===== src/rtl/ydemux2_stream_if.sv =====
// ydemux2_stream_if: input stream, two output streams and routed-word counters of the 1-to-2 demultiplexer
interface ydemux2_stream_if #(
    parameter int W    = 8,
    parameter int CNTW = 4
);
    logic            s_valid;
    logic            s_ready;
    logic [W-1:0]    s_data;
    logic            s_sel;
    logic            m0_valid;
    logic            m0_ready;
    logic [W-1:0]    m0_data;
    logic            m1_valid;
    logic            m1_ready;
    logic [W-1:0]    m1_data;
    logic [CNTW-1:0] cnt0;
    logic [CNTW-1:0] cnt1;

    modport master (
        output s_valid, s_data, s_sel, m0_ready, m1_ready,
        input  s_ready, m0_valid, m0_data, m1_valid, m1_data, cnt0, cnt1
    );

    modport slave (
        input  s_valid, s_data, s_sel, m0_ready, m1_ready,
        output s_ready, m0_valid, m0_data, m1_valid, m1_data, cnt0, cnt1
    );
endinterface


===== src/rtl/ydemux2_stream.sv =====
// ydemux2_stream: registered 1-to-2 stream demultiplexer with one-word holding register and wrapping counter per port
module ydemux2_stream #(
    parameter int W    = 8,
    parameter int CNTW = 4
) (
    input logic             clk,
    input logic             reset,
    ydemux2_stream_if.slave bus
);
    logic [1:0]      r_full;
    logic [W-1:0]    r_data [2];
    logic [CNTW-1:0] r_cnt  [2];
    logic            w_ready;
    logic [1:0]      w_load;
    logic [1:0]      w_drain;

    // readiness looks only at the selected port, never at s_valid, so no valid-to-ready loop exists
    always_comb begin
        w_ready = bus.s_sel ? (~r_full[1] | bus.m1_ready) : (~r_full[0] | bus.m0_ready);
        w_load  = (bus.s_valid & w_ready) ? (bus.s_sel ? 2'b10 : 2'b01) : 2'b00;
        w_drain = {bus.m1_ready, bus.m0_ready};
    end

    // load wins over drain so a same-edge swap keeps the port full at one word per cycle
    always_ff @(posedge clk or posedge reset) begin
        if (reset) begin
            r_full <= '0;
            for (int k = 0; k < 2; k++) begin
                r_data[k] <= '0;
                r_cnt[k]  <= '0;
            end
        end else begin
            for (int k = 0; k < 2; k++) begin
                if (w_load[k]) begin
                    r_data[k] <= bus.s_data;
                    r_full[k] <= 1'b1;
                end else if (w_drain[k]) begin
                    r_full[k] <= 1'b0;
                end
                r_cnt[k] <= r_cnt[k] + CNTW'(w_load[k]);
            end
        end
    end

    assign bus.s_ready  = w_ready;
    assign bus.m0_valid = r_full[0];
    assign bus.m0_data  = r_data[0];
    assign bus.m1_valid = r_full[1];
    assign bus.m1_data  = r_data[1];
    assign bus.cnt0     = r_cnt[0];
    assign bus.cnt1     = r_cnt[1];
endmodule

===== src/flat_wrapper.sv =====
// flat-port wrapper written by rule: the top's interface ports become plain ports
module ydemux2_stream_flat 
#(
    parameter int W    = 8,
    parameter int CNTW = 4
)
  (clk, reset, bus_s_valid, bus_s_data, bus_s_sel, bus_m0_ready, bus_m1_ready, bus_s_ready, bus_m0_valid, bus_m0_data, bus_m1_valid, bus_m1_data, bus_cnt0, bus_cnt1);
  ydemux2_stream_if #(.W(W), .CNTW(CNTW)) bus_i ();
  input logic clk;
  input logic reset;
  input wire logic [$bits(bus_i.s_valid)-1:0] bus_s_valid;
  input wire logic [$bits(bus_i.s_data)-1:0] bus_s_data;
  input wire logic [$bits(bus_i.s_sel)-1:0] bus_s_sel;
  input wire logic [$bits(bus_i.m0_ready)-1:0] bus_m0_ready;
  input wire logic [$bits(bus_i.m1_ready)-1:0] bus_m1_ready;
  output wire logic [$bits(bus_i.s_ready)-1:0] bus_s_ready;
  output wire logic [$bits(bus_i.m0_valid)-1:0] bus_m0_valid;
  output wire logic [$bits(bus_i.m0_data)-1:0] bus_m0_data;
  output wire logic [$bits(bus_i.m1_valid)-1:0] bus_m1_valid;
  output wire logic [$bits(bus_i.m1_data)-1:0] bus_m1_data;
  output wire logic [$bits(bus_i.cnt0)-1:0] bus_cnt0;
  output wire logic [$bits(bus_i.cnt1)-1:0] bus_cnt1;
  assign bus_i.s_valid = bus_s_valid;
  assign bus_i.s_data = bus_s_data;
  assign bus_i.s_sel = bus_s_sel;
  assign bus_i.m0_ready = bus_m0_ready;
  assign bus_i.m1_ready = bus_m1_ready;
  assign bus_s_ready = bus_i.s_ready;
  assign bus_m0_valid = bus_i.m0_valid;
  assign bus_m0_data = bus_i.m0_data;
  assign bus_m1_valid = bus_i.m1_valid;
  assign bus_m1_data = bus_i.m1_data;
  assign bus_cnt0 = bus_i.cnt0;
  assign bus_cnt1 = bus_i.cnt1;
  ydemux2_stream #(.W(W), .CNTW(CNTW)) u_core (.clk(clk), .reset(reset), .bus(bus_i));
endmodule

===== config.mk =====
export PLATFORM = sky130hd
export DESIGN_NAME = ydemux2_stream_flat
export DESIGN_NICKNAME = d
export VERILOG_FILES = /design/src/rtl/ydemux2_stream_if.sv /design/src/rtl/ydemux2_stream.sv /design/src/flat_wrapper.sv
export SDC_FILE = /design/constraint.sdc
export NUM_CORES = 1
export LEC_CHECK = 0
export ABC_CLOCK_PERIOD_IN_PS = 2400
export CORE_UTILIZATION = 50
export CTS_CLUSTER_SIZE = 28
export DETAILED_ROUTE_END_ITERATION = 8
export DONT_BUFFER_PORTS = 1
export GPL_TIMING_DRIVEN = 0
export PLACE_DENSITY = 0.7
export SLEW_MARGIN = 25
export SYNTH_ARGS = -nofsm -noshare
export SYNTH_HDL_FRONTEND = slang
export SYNTH_SLANG_ARGS = --single-unit

===== constraint.sdc =====
create_clock -name clk -period 2.4 [get_ports clk]
set_input_delay 0.48 -clock clk [delete_from_list [all_inputs] [get_ports clk]]
set_output_delay 0.48 -clock clk [all_outputs]
set_load 0.1 [all_outputs]

==> results.cfg <==
[routing]
wl_per_cell_um = 16.9
routed_via_density = 5.41
drtIter0Drc = 0
dr.pass1.iters = 1
drt-total-wl_mm = 1.61
drc = 0
ant_nets = 0
num_vias = 514

[clocking]
clock_latency_ps = 300
cts_hold_buf = 0
cts_tree = built
cts_made_buffers = 3
cts_max_path_buffers = 2
clk_pin_slew_ps = 130
cts-root-buf = clkbuf_4
h-tree-depth = 1
cts_sinks = 26
cts_setup_buffers = 0

[synth]
synthesis.nets = 82
yosysUniqueCellTypes = 18
synth_area_per_cell_um2 = 16.4
yosysWarnings = 0
synth_area_um2 = 1050
netlist.top_cell.by_area = dfrtp_1
synth-seq-cells = 26
yosysSeqAreaShare_pct = 61.9
netlist_top_cells_area = dfrtp_1, mux2_4, mux2_2
synth_top_area_share_pct = 61.9
syn_inst = 64

[timing]
fin_skew_ps = 1.73
relSlewSlack_pct = 37.4
finalCritPeriodShare_pct = 95.1
worst_slew_pin_slew_ps = 939
period_minus_slack_ps = 2280
max_freq_ghz = 0.438
tns_ps = 0
final_hold_viol_count = 0
grt_setup_unrepaired = no
slew_viol_final = 0
finalSetupViolations = 0
holdWs_ps = 86.7

[setup_path]
worstSetupEndpoint = bus_s_ready
crit_path_end_kind = primary output
rr_endpoint = u_core.bus.cnt1[3]$_DFF_PP0_
arrival_ps = 1800
rr_worst_depth = 5
startpoint = u_core.r_full[1]$_DFFE_PP0P_
path_max_fanout = 3
crit_type = register to primary output
r2r-start = u_core.r_full[1]$_DFFE_PP0P_
r2r_setup_slack_ps = 590
crit_required_ps = 1920
cp-start-kind = register

[floorplanning]
dieArea_um2 = 2290
rows = 16
die-height_um = 47.8
die_w_um = 47.8
coreArea_um2 = 1960
start_util_pct = 53.6
io_pins = 41

[global_routing]
grt_pass1_vias = 555
gr-total-overflow = 0
grt_pass1_wl_mm = 2.29
antenna_found_initial = 0
grt_max_degree = 27
grt_usage_pct = 14.6

[layout]
final_cell_mix = dfrtp_1, mux2_4, mux2_2, ha_1
fillers = 172
final_common_cell = dfrtp_1
nets = 87
drive_gt1_share_pct = 36.8
fin_util_pct = 58.0
syn2layout_area_growth_pct = 8.21
diodes = 0

[min_path]
hold_path.class = input pin to asynchronous set/reset pin

[place]
hpwl_mm = 1.15
place_congestion = 0.520
io_buffers = 0

[run]
cap_viol_max_count = 0

[status]
status = finished clean
## sequential cells by signal, indices dropped and copies added (netlist names)
name,cells
u_core.bus.m0_data,8
u_core.bus.m1_data,8
u_core.bus.cnt0,4
u_core.bus.cnt1,4
u_core.r_full,2
## cell families (layout without fill, tap and decap cells)
logic type	Yosys count	after routing	synth area share, %
XOR/XNOR	4	4	3.33
multiplexers	16	16	20.0
flip-flops	26	26	61.9
AO/OA/AOI/OAI	2	2	0.951
buffers and inverters	3	7	1.07
adder cells (fa/ha/maj)	4	4	4.76
AND/OR/NAND/NOR	9	9	7.98
## synth_stat cells
master and count:
dfrtp_1 26, mux2_4 8, mux2_2 5, ha_1 4, inv_1 3, mux2_1 3, nand3_1 2, xnor2_1 2
xor2_1 2, a21oi_1 1, and2b_4 1, nand2_2 1, nand2b_1 1, nand3b_4 1, nor2_1 1, nor2_8 1
o21ai_0 1, or2b_1 1
## worst max-delay path, stage by stage, from the launching register on
cell	delay, ps
dfrtp_2	630
and2b_4	300
a21oi_4	570
## through the flow
stage	cell area (um^2)	worst slack [ps]	cells
2_1_floorplan	1060	249	64
3_3_place_gp	1100	224	91
3_5_place_dp	1100	201	91
4_1_cts	1130	73.6	95
5_1_grt	1140	21.8	95
6_report	1140	117	95
## layer usage
layer,global-route usage (%),share of wire [%],vias to the layer above
li1,-,-,226
met1,16.5,42,264
met2,26.2,51,22
met3,4.15,6.5,2
met4,5.00,0.25,0
met5,0,0,-
## repair_timing
action / CTS / global route
gates resized for setup: 2 / 1
pin swaps: 1 / 0
gates cloned: 0 / 0
endpoints found under the setup margin: 1 / 1
## area by class of cell
cell class              instances  area (um^2)  share of cell area (%)
multi-input cells              35          400                    35.2
flip-flops and latches         26          656                    57.6
well taps                      27         33.8                    2.97
clock buffers                   4         36.3                    3.19
inverters                       3         11.3                   0.990
## worst min path at each step
stage | depth (start not counted) | endpoint
2_1_floorplan | 1 | u_core.bus.cnt0[0]$_DFF_PP0_
3_3_place_gp | 1 | u_core.r_full[0]$_DFFE_PP0P_
3_5_place_dp | 1 | u_core.r_full[0]$_DFFE_PP0P_
4_1_cts | 1 | u_core.r_full[0]$_DFFE_PP0P_
5_1_grt | 1 | u_core.bus.m1_data[7]$_DFFE_PP0P_
6_report | 1 | u_core.bus.cnt0[2]$_DFF_PP0_
Power is not shown: default switching activity piles up to over one toggle a cycle in this logic, so the estimate is an artifact.
